## src/rtl/planificador_pkg.sv

```systemverilog
// Shared types and constants for the action scheduler between the buttons and
// the pet-state controller.
package planificador_pkg;

    typedef enum logic [0:0] {
        IDLE     = 1'b0,
        COOLDOWN = 1'b1
    } estado_t;

    localparam int unsigned ACC_DORMIR = 0;
    localparam int unsigned ACC_COMER  = 1;
    localparam int unsigned ACC_JUGAR  = 2;
    localparam int unsigned N_ACC      = 3;

    localparam int unsigned COOLDOWN_S_DEF = 2;
    localparam int unsigned HOLD_S_DEF     = 5;

    // Pending requests that remain legal for the current pet state.
    function automatic logic [N_ACC-1:0] filtrar(
        input logic [N_ACC-1:0] pend,
        input logic             muerto,
        input logic             dormido,
        input logic             enfermo
    );
        logic [N_ACC-1:0] k;
        k = pend;
        if (muerto) begin
            k = '0;
        end else if (dormido) begin
            k[ACC_COMER] = 1'b0;
            k[ACC_JUGAR] = 1'b0;
        end else if (enfermo) begin
            k[ACC_DORMIR] = 1'b0;
        end
        return k;
    endfunction

endpackage

```

## src/rtl/detector_pulsacion_larga.sv

```systemverilog
// One-shot pulse once btn has been held for HOLD_S ticks; re-arms on release.
module detector_pulsacion_larga
    import planificador_pkg::*;
#(
    parameter int unsigned HOLD_S = HOLD_S_DEF,
    parameter int unsigned CNT_W  = 4
) (
    input  logic clk,
    input  logic reset,
    input  logic tick,
    input  logic btn,
    output logic pulse
);

    logic [CNT_W-1:0] hold_cnt_q, hold_cnt_d;
    logic [CNT_W-1:0] hold_next;
    logic             pulse_q, pulse_d;

    assign hold_next = hold_cnt_q + CNT_W'(1);

    always_comb begin
        hold_cnt_d = hold_cnt_q;
        pulse_d    = 1'b0;
        if (!btn) begin
            hold_cnt_d = '0;
        end else if (tick && (hold_cnt_q != CNT_W'(HOLD_S))) begin
            // Counter saturates at HOLD_S, so the pulse cannot repeat while held.
            hold_cnt_d = hold_next;
            pulse_d    = (hold_next == CNT_W'(HOLD_S));
        end
    end

    always_ff @(posedge clk) begin
        if (reset) begin
            hold_cnt_q <= '0;
            pulse_q    <= 1'b0;
        end else begin
            hold_cnt_q <= hold_cnt_d;
            pulse_q    <= pulse_d;
        end
    end

    assign pulse = pulse_q;

endmodule

```

## src/rtl/planificador_acciones.sv

```systemverilog
// Turns button presses into filtered, cooldown-spaced action pulses plus a
// long-press reset request. `define PLANIF_RR_EN for comer/jugar round-robin.
module planificador_acciones
    import planificador_pkg::*;
#(
    parameter int unsigned COOLDOWN_S = COOLDOWN_S_DEF,
    parameter int unsigned HOLD_S     = HOLD_S_DEF,
    parameter int unsigned CNT_W      = 4
) (
    input  logic clk,
    input  logic reset,
    input  logic tick_1s,
    input  logic btn_comer,
    input  logic btn_jugar,
    input  logic btn_dormir,
    input  logic btn_reset,
    input  logic muerto,
    input  logic dormido,
    input  logic enfermo,
    output logic pulse_comer,
    output logic pulse_jugar,
    output logic pulse_dormir,
    output logic pulse_despertar,
    output logic reset_req,
    output logic busy
);

    logic [N_ACC-1:0] btn_now, rise, keep, grant;
    logic [N_ACC-1:0] btn_hist_q;
    logic [N_ACC-1:0] pend_q, pend_d;
    estado_t          state_q, state_d;
    logic [CNT_W-1:0] cnt_q, cnt_d;
    logic             pulse_comer_q, pulse_comer_d;
    logic             pulse_jugar_q, pulse_jugar_d;
    logic             pulse_dormir_q, pulse_dormir_d;
    logic             pulse_despertar_q, pulse_despertar_d;
    logic             reset_req_w;
    logic             tie_jugar;

    assign btn_now[ACC_DORMIR] = btn_dormir;
    assign btn_now[ACC_COMER]  = btn_comer;
    assign btn_now[ACC_JUGAR]  = btn_jugar;

    detector_pulsacion_larga #(
        .HOLD_S (HOLD_S),
        .CNT_W  (CNT_W)
    ) u_pulsacion_larga (
        .clk   (clk),
        .reset (reset),
        .tick  (tick_1s),
        .btn   (btn_reset),
        .pulse (reset_req_w)
    );

`ifdef PLANIF_RR_EN
    // rr_q set: comer was served last, so jugar wins the next tie.
    logic rr_q, rr_d;

    always_comb begin
        rr_d = rr_q;
        if (grant[ACC_COMER]) begin
            rr_d = 1'b1;
        end else if (grant[ACC_JUGAR]) begin
            rr_d = 1'b0;
        end
    end

    always_ff @(posedge clk) begin
        if (reset) begin
            rr_q <= 1'b0;
        end else begin
            rr_q <= rr_d;
        end
    end

    assign tie_jugar = rr_q;
`else
    assign tie_jugar = 1'b0;
`endif

    always_comb begin
        rise    = btn_now & ~btn_hist_q;
        keep    = filtrar(pend_q, muerto, dormido, enfermo);
        grant   = '0;
        state_d = state_q;
        cnt_d   = cnt_q;

        unique case (state_q)
            IDLE: begin
                if ((|keep) && !reset_req_w) begin
                    if (keep[ACC_DORMIR]) begin
                        grant[ACC_DORMIR] = 1'b1;
                    end else if (keep[ACC_COMER] && (!keep[ACC_JUGAR] || !tie_jugar)) begin
                        grant[ACC_COMER] = 1'b1;
                    end else begin
                        grant[ACC_JUGAR] = 1'b1;
                    end
                    state_d = COOLDOWN;
                    cnt_d   = CNT_W'(COOLDOWN_S);
                end
            end
            COOLDOWN: begin
                if (cnt_q == '0) begin
                    state_d = IDLE;
                end else if (tick_1s) begin
                    cnt_d = cnt_q - CNT_W'(1);
                end
            end
            default: begin
                state_d = IDLE;
            end
        endcase

        if (reset_req_w) begin
            state_d = IDLE;
            cnt_d   = '0;
        end

        // A fresh rise re-arms a source even in the cycle it is being granted.
        pend_d = reset_req_w ? '0 : ((keep & ~grant) | rise);

        pulse_dormir_d    = grant[ACC_DORMIR] & ~dormido;
        pulse_despertar_d = grant[ACC_DORMIR] & dormido;
        pulse_comer_d     = grant[ACC_COMER];
        pulse_jugar_d     = grant[ACC_JUGAR];
    end

    always_ff @(posedge clk) begin
        if (reset) begin
            state_q           <= IDLE;
            cnt_q             <= '0;
            pend_q            <= '0;
            btn_hist_q        <= btn_now;
            pulse_comer_q     <= 1'b0;
            pulse_jugar_q     <= 1'b0;
            pulse_dormir_q    <= 1'b0;
            pulse_despertar_q <= 1'b0;
        end else begin
            state_q           <= state_d;
            cnt_q             <= cnt_d;
            pend_q            <= pend_d;
            btn_hist_q        <= btn_now;
            pulse_comer_q     <= pulse_comer_d;
            pulse_jugar_q     <= pulse_jugar_d;
            pulse_dormir_q    <= pulse_dormir_d;
            pulse_despertar_q <= pulse_despertar_d;
        end
    end

    assign pulse_comer     = pulse_comer_q;
    assign pulse_jugar     = pulse_jugar_q;
    assign pulse_dormir    = pulse_dormir_q;
    assign pulse_despertar = pulse_despertar_q;
    assign reset_req       = reset_req_w;
    assign busy            = (state_q == COOLDOWN);

endmodule
```

## config.mk

```make
export PLATFORM = sky130hd
export DESIGN_NAME = planificador_acciones
export DESIGN_NICKNAME = d
export VERILOG_FILES = /design/src/rtl/planificador_pkg.sv /design/src/rtl/detector_pulsacion_larga.sv /design/src/rtl/planificador_acciones.sv
export SDC_FILE = /design/constraint.sdc
export NUM_CORES = 1
export LEC_CHECK = 0
export ABC_AREA = 1
export BUFFER_PORTS_ARGS = -buffer_cell sky130_fd_sc_hd__buf_2
export CORE_MARGIN = 2
export CORE_UTILIZATION = 45
export DETAILED_ROUTE_END_ITERATION = 8
export PLACE_DENSITY = 0.7
export SETUP_SLACK_MARGIN = 0.3
export SYNTH_ARGS = -nofsm -noshare
export SYNTH_HDL_FRONTEND = slang
export SYNTH_SLANG_ARGS = --single-unit
export TNS_END_PERCENT = 10
```

## constraint.sdc

```tcl
create_clock -name clk -period 1.7 [get_ports clk]
set_input_delay 0.17 -clock clk [delete_from_list [all_inputs] [get_ports clk]]
set_output_delay 0.17 -clock clk [all_outputs]
set_load 0.05 [all_outputs]
```

==> reports/qor.yml, run 1 <==
placed_design:
  placedInstanceArea_um2: 993
  dp_hpwl_um: 1240
  gpl.final_weighted_congestion: 0.837
  place.port_buffers: 15
  dpl_worst_slack_ns: 0.263
global_routing:
  global_route.peak_usage_layer: "met2"
  gr-usage-all-layers: 0.150
  met1_usage: 0.173
  grtUsageMet2: 0.250
  globalRoute.totalOverflow: 0
  first_pass_grt_wire_length_um: 2750
  global_route.usage.met3: 0.0309
  number_of_antenna_violations_at_the_first_check_in_global_routing: 0
  grt_start_max_net_pins: 13
  grt_pass1_vias: 732
worst_setup_path:
  ff_to_ff_path_depth: 8
  critical_path.endpoint_type: "flip-flop"
  startpoint_type: "flip-flop"
  crit_start: "cnt_q[1]"
  critical_path.reg2reg.startpoint: "cnt_q[1]"
  crit_type: "reg -> reg"
  critPathRequiredTime_ns: 1.94
  cp_data_arrival_time_ns: 1.56
  critPathMaxFanout: 7
status:
  status: "complete, no violations"
synth:
  yosys_register_bits: 20
  ys.warnings.count: 0
  register_area_share_after_synthesis: 0.451
  synth_top_cell_area_share: 0.451
  avgSynthCellArea_um2: 7.40
  post_synth_inst_count: 120
  synth.distinct_cells: 20
  synth.top_cells.by_area: "dfxtp_1, inv_1, nand2_1, nand3_1, nor2_1"
  synth.net_count: 134
  mappedNetlistArea_um2: 888
  synth_area_leader_cell: "dfxtp_1"
pwr:
  p_sw_frac: 0.233
  power.combinational.fraction: 0.128
  power.density_nw_per_um2: 899
  pwr-share-seq: 0.493
  power_share_of_the_clock_group: 0.379
  power_switching_mw: 0.236
  power.internal_mw: 0.778
  power_leakage_nw: 0.544
  irDropWorstVdd_mv: 0.665
final_layout:
  drive_above_1_share: 0.266
  finish.net_count: 158
  layout.cell_area.non_filler_um2: 1130
  antenna-diode-count: 0
  area_delta_synth_final_pct: 27.0
floorplanning:
  pin_count: 16
  core.rowCount: 16
  start_util: 0.467
  core_area_um2: 1900
  die_h_um: 48.4
  die_width_um: 48.4
  design.die.area_um2: 2350
timing:
  unrepaired_setup_endpoints_after_global_routing: "true"
  final_setup_viols: 0
  worst_slack_ns: 0.380
  final_worst_path_cycle_share: 0.776
  hold_viol: 0
  final.setup_skew_ns: 0.00134
  tightestPinTransition_ns: 0.394
  max_freq_mhz: 758
  maxSlewViolCount: 0
  relSlewSlack: 0.737
  setup_tns_ns: 0
  finalWorstPathRequiredPeriod_ns: 1.32
worst_hold_path:
  timing.hold.worst_path_depth: 2
  hold_class: "in -> reg"
  hold_path.startpoint: "dormido"
clock_network:
  cts-root-to-sink-buffers: 2
  cts_root_buf: "clkbuf_4"
  h-tree-depth: 1
  clk-insertion-delay-late_ns: 0.30
  cts-buffers-inserted: 3
  cts_sinks: 20
  clk_transition_reported_paths_ns: 0.11
  tritoncts: "built"
drt:
  detailedRoute.firstPassIterationCount: 4
  detailedRoute.firstIterationViolations: 9
  vias: 807
  detail_route.drc_violations: 0
  finalWirelength_um: 1690
  wl_per_cell_um: 9.93
  vias_per_cell: 4.75
  detail-route-antenna-nets: 0
job:
  cap_violations: 0
final cells by class:
type | instances | area, um2
clock inverters | 1 | 30.0
multi-input cells | 77 | 433
inverters | 22 | 85.1
clock buffers | 3 | 22.5
repair buffers | 20 | 120
flip-flops and latches | 20 | 404
well taps | 27 | 33.8
fillers | 177 | 773
path summary, 6_finish.rpt:
kind	to	slack [ns]
worst max-delay path	cnt_q[1]	0.38
worst min-delay path	pulse_dormir	0.04
worst max register to register	cnt_q[1]	0.38
worst min register to register	pend_q[2]	0.49
through the flow:
step / power [mW] / hold slack [ns] / instances / util
5_1_grt: 1.06 / 0.0292 / 170 / 0.593
3_5_place_dp: 0.614 / 0.290 / 161 / 0.522
4_1_cts: 1.00 / 0.0331 / 168 / 0.568
3_3_place_gp: 0.610 / 0.287 / 161 / 0.522
6_report: 1.01 / 0.0411 / 170 / 0.593
2_1_floorplan: 0.583 / 0.198 / 120 / -
synthesized netlist by cell type:
master / count
a211oi_1: 1
a21oi_1: 10
clkbuf_2: 1
dfxtp_1: 20
ha_1: 4
inv_1: 21
inv_2: 1
nand2_1: 19
nand2_2: 5
nand3_1: 12
nand3_2: 1
nand4_1: 2
nor2_1: 15
nor3_1: 1
nor4_1: 1
o21ai_0: 2
o21bai_1: 1
o31ai_1: 1
or2_0: 1
xor2_1: 1
cells by family after synthesis:
group | Yosys count | synth area share
buffers and inverters | 23 | 0.0986
flip-flops | 20 | 0.451
adder cells (fa/ha/maj) | 4 | 0.0563
AO/OA/AOI/OAI | 15 | 0.0930
XOR/XNOR | 1 | 0.00986
AND/OR/NAND/NOR | 57 | 0.292
routing by layer:
metal  up-vias  share of wire
met5         -              0
met4         0          0.022
met3         4          0.039
met2        14           0.49
met1       361           0.45
li1        428              -
layout by cell type (no fill, tap or decap):
master	count
a211oi_1	1
a21oi_1	9
a21oi_2	1
buf_2	15
buf_4	2
bufinv_16	1
clkbuf_4	3
dfxtp_1	17
dfxtp_2	3
dlygate4sd3_1	3
ha_1	3
ha_4	1
inv_1	18
inv_2	3
inv_4	1
nand2_1	18
nand2_2	6
nand3_1	12
nand3_2	1
nand4_1	2
nor2_1	15
nor3_1	1
nor4_1	1
o21ai_0	2
o21bai_1	1
o31ai_4	1
or2_0	1
xor2_1	1
worst max-delay path, stage by stage, from the launching register on:
cell and delay [ns]:
dfxtp_2 0.34, inv_2 0.08, ha_4 0.14, inv_2 0.04, o31ai_4 0.24, nand2_2 0.14, nand2_2 0.10, nand2_2 0.05
a21oi_2 0.12
power groups by stage:
stage / sequential, mW / combinational (mW) / clock (mW)
floorplan: 0.513 / 0.0701 / 0
global placement: 0.507 / 0.103 / 0
detailed placement: 0.508 / 0.106 / 0
CTS: 0.498 / 0.113 / 0.394
global route: 0.503 / 0.149 / 0.411
finish: 0.501 / 0.130 / 0.384
sequential cells by signal, summed over array words and instances, names as in the netlist:
signal	cells
pulse_dormir	1
cnt_q	4
pulse_comer	1
u_pulsacion_larga.pulse	1
busy	1
pulse_jugar	1
pend_q	3
u_pulsacion_larga.hold_cnt_q	4
btn_hist_q	3
pulse_despertar	1
what timing repair did:
| action | in CTS | in global routing |
|---|---|---|
| hold buffers | 3 | 0 |
| endpoints found under the hold margin | 3 | 0 |
| pin swaps | 0 | 3 |
| gates cloned | 0 | 0 |
| endpoints found under the setup margin | 4 | 4 |
| resized for setup | 1 | 11 |
| buffers inserted | 0 | 2 |
No activity file was read; power rests on OpenSTA's default activity.
==> inputs of run 2 (changes only) <==
- PLACE_DENSITY: 0.7 -> 0.72
- clock period: 1.7 -> 1.1 ns (I/O delays scaled with it)
==> run 2 against run 1 <==
Against the previous run:
- the flow now finishes with violations (negative setup slack)
- sequential cell count did not move
- global-route usage rose by 5.9 points
- count of clock-buffer cells in the layout rose by 1
- sequential power rose by 54%
- maximum frequency rose by 1.9%
- clock power rose by 36%
- non-clock buffer count rose by 14
- clock skew rose by 0.010 ns
- first-iteration DRC count rose by 89%
- worst setup slack got worse by 0.58 ns
- design area rose by 24%
- sequential share of layout area fell by 5.8 points
- largest cell class unchanged
==> reports/qor.yml, run 2 (synthesized netlist as in run 1, its figures left out) <==
status:
  status: "finished, violations left"
  violations: "negative setup slack"
final_layout:
  reg.largest.list: "cnt_q: 4 flops, u_pulsacion_larga.hold_cnt_q: 4 flops"
  final_core_utilization: 0.734  # +0.140
  area_taken_by_flip_flops_and_latches_um2: 419  # +3.7%
  area_delta_synth_final_pct: 57.0
  layout.cell_area.non_filler_um2: 1400  # +24%
  drive_above_1_share: 0.471  # +0.206
  multi_input_comb_area_um2: 512  # +18%
  finish.net_count: 172  # +8.9%
  antenna-diode-count: 0  # unchanged
  mostFrequentLayoutCell: "nand2_1"
  layout_common_cells: "nand2_1, inv_1, nor2_1"
  layout.filler_cells: 132  # -25%
timing:
  finalWorstPathRequiredPeriod_ns: 1.30  # -0.0249 ns
  hold_viol: 0  # unchanged
  worst_hold_slack_ns: 0.0525  # +0.0114 ns
  unrepaired_setup_endpoints_after_global_routing: "true"
  max_freq_mhz: 772  # +1.9%
  relSlewSlack: 0.692  # -0.0450
  final.setup_skew_ns: 0.0114  # +0.0100 ns
  maxSlewViolCount: 0  # unchanged
  final_setup_viols: 4  # +4
  worst_slack_ns: -0.195  # -0.575 ns
  final_worst_path_cycle_share: 1.18  # +0.401
  tightestPinTransition_ns: 0.462  # +0.0676 ns
global_routing:
  grt_start_max_net_pins: 13  # unchanged
  number_of_antenna_violations_at_the_first_check_in_global_routing: 0  # unchanged
  first_pass_grt_wire_length_um: 3870  # +41%
  globalRoute.totalOverflow: 0  # unchanged
  gr-usage-all-layers: 0.209  # +0.0591
  grt_pass1_vias: 944  # +29%
worst_hold_path:
  hold_class: "in -> reg"
  hold_path.startpoint: "dormido"
  hold_end: "pulse_despertar"
  timing.hold.worst_path_depth: 3  # +1
drt:
  finalWirelength_um: 2280  # +35%
  vias: 907  # +12%
  wl_per_cell_um: 12.4  # +25%
  detail_route.drc_violations: 0  # unchanged
  vias_per_cell: 4.93  # +3.8%
  detail-route-antenna-nets: 0  # unchanged
  detailedRoute.firstIterationViolations: 17  # +8
  detailedRoute.firstPassIterationCount: 4  # unchanged
worst_setup_path:
  crit_type: "reg -> reg"
  critical_path.endpoint_type: "flip-flop"
  cp_cell_sequence: "inv_2, ha_4, inv_2, o31ai_4, nand2_4, nand2_2, nand2_1, a21oi_1"
  critPathMaxFanout: 7  # unchanged
  critical_path.reg2reg.startpoint: "cnt_q[0]"
  critical-path-top-cell-by-count: "inv_2"
  regToRegEndpoint: "cnt_q[1]"
  r2r_slack_ns: -0.20  # -0.58 ns
  critPathSlowestCell: "dfxtp_2"
  cp_data_arrival_time_ns: 1.54  # -0.02 ns
  critPathRequiredTime_ns: 1.34  # -0.60 ns
  startpoint_type: "flip-flop"
  ff_to_ff_path_depth: 8  # unchanged
  cp_slowest_stage_delay_ns: 0.34  # about the same
clock_network:
  h-tree-depth: 1  # unchanged
  clk_transition_reported_paths_ns: 0.12  # about the same
  clk-insertion-delay-late_ns: 0.32  # +0.02 ns
  cts_root_buf: "clkbuf_4"
  cts-buffers-inserted: 3  # unchanged
  tritoncts: "built"
  cts_sinks: 20  # unchanged
  cts-root-to-sink-buffers: 2  # unchanged
placed_design:
  dp_hpwl_um: 1490  # +20%
  placedInstanceArea_um2: 1130  # +14%
  place.port_buffers: 15  # unchanged
  gpl.final_weighted_congestion: 0.855  # +2.2%
floorplanning:
  die_width_um: 48.4  # unchanged
  core.rowCount: 16  # unchanged
  start_util: 0.467  # unchanged
  design.die.area_um2: 2350  # unchanged
  pin_count: 16  # unchanged
  die_h_um: 48.4  # unchanged
  core_area_um2: 1900  # unchanged
pwr:
  power.density_nw_per_um2: 1130  # +25%
  irDropWorstVdd_mv: 0.731  # +10%
  power_leakage_nw: 0.627  # +15%
  finalPower_mw: 1.57  # +55%
job:
  cap_violations: 0  # unchanged
-- run 2: cell count changes in the layout (fill, tap and decap cells not counted), moves of 5 or more --
cell / previous run / this run
dfxtp_1: 17 / 9
buf_4: 2 / 10
dfxtp_2: 3 / 9
buf_2: 15 / 9
buf_8: 0 / 5
-- run 2: cell type report --
cell class | instances | area share
inverter | 22 | 0.0610
timing repair buffer | 34 | 0.213
clock buffer | 4 | 0.0341
sequential | 20 | 0.300
tap | 27 | 0.0242
multi-input combinational | 77 | 0.367
-- run 2: how the worst max path moves through the flow --
stage,cells past startpoint,startpoint,to,slack (ns)
floorplan,8,cnt_q[0],cnt_q[3],-0.13
global placement,8,cnt_q[1],cnt_q[3],-0.16
detailed placement,8,cnt_q[1],cnt_q[3],-0.25
CTS,8,cnt_q[0],cnt_q[3],-0.20
global route,8,cnt_q[0],cnt_q[1],-0.28
finish,8,cnt_q[0],cnt_q[1],-0.20
-- run 2: repair_timing --
| action | CTS | global route |
|---|---|---|
| buffers inserted | 1 | 0 |
| hold endpoints to repair | 6 | 0 |
| resized for setup | 45 | 8 |
| setup endpoints to repair | 23 | 23 |
| pin swaps | 22 | 11 |
| hold buffers | 5 | 0 |
-- run 2: report_power, final --
part / total [mW] / internal, mW / switching, mW / leakage, nW
Combinational: 0.276 / 0.128 / 0.148 / 0.431
Sequential: 0.771 / 0.751 / 0.0200 / 0.169
Clock: 0.524 / 0.278 / 0.246 / 0.0261
-- run 2: critical path, delay by kind of cell (launching register included) --
kind,cells,cell delay (ns)
buffers and inverters,2,0.11
adders and majority gates,1,0.13
and+or+nand+nor,3,0.28
DFF,1,0.34
AOI/OAI and AO/OA,2,0.37
-- run 2: stage by stage --
| step | setup slack (ns) | TNS (ns) | std cells |
|---|---|---|---|
| after floorplan | -0.126 | -0.410 | 120 |
| after global placement | -0.158 | -0.575 | 174 |
| after detailed placement | -0.249 | -0.951 | 174 |
| after CTS | -0.198 | -0.698 | 184 |
| after global routing | -0.279 | -1.15 | 184 |
| final | -0.195 | -0.644 | 184 |
-- run 2: per-layer routing --
metal	part of all wire	wire length, um	global-route usage
met2	0.54	1220	0.403
met1	0.41	926	0.233
met5	0	0	0
met4	0.025	57	0.0714
met3	0.033	75	0.0278
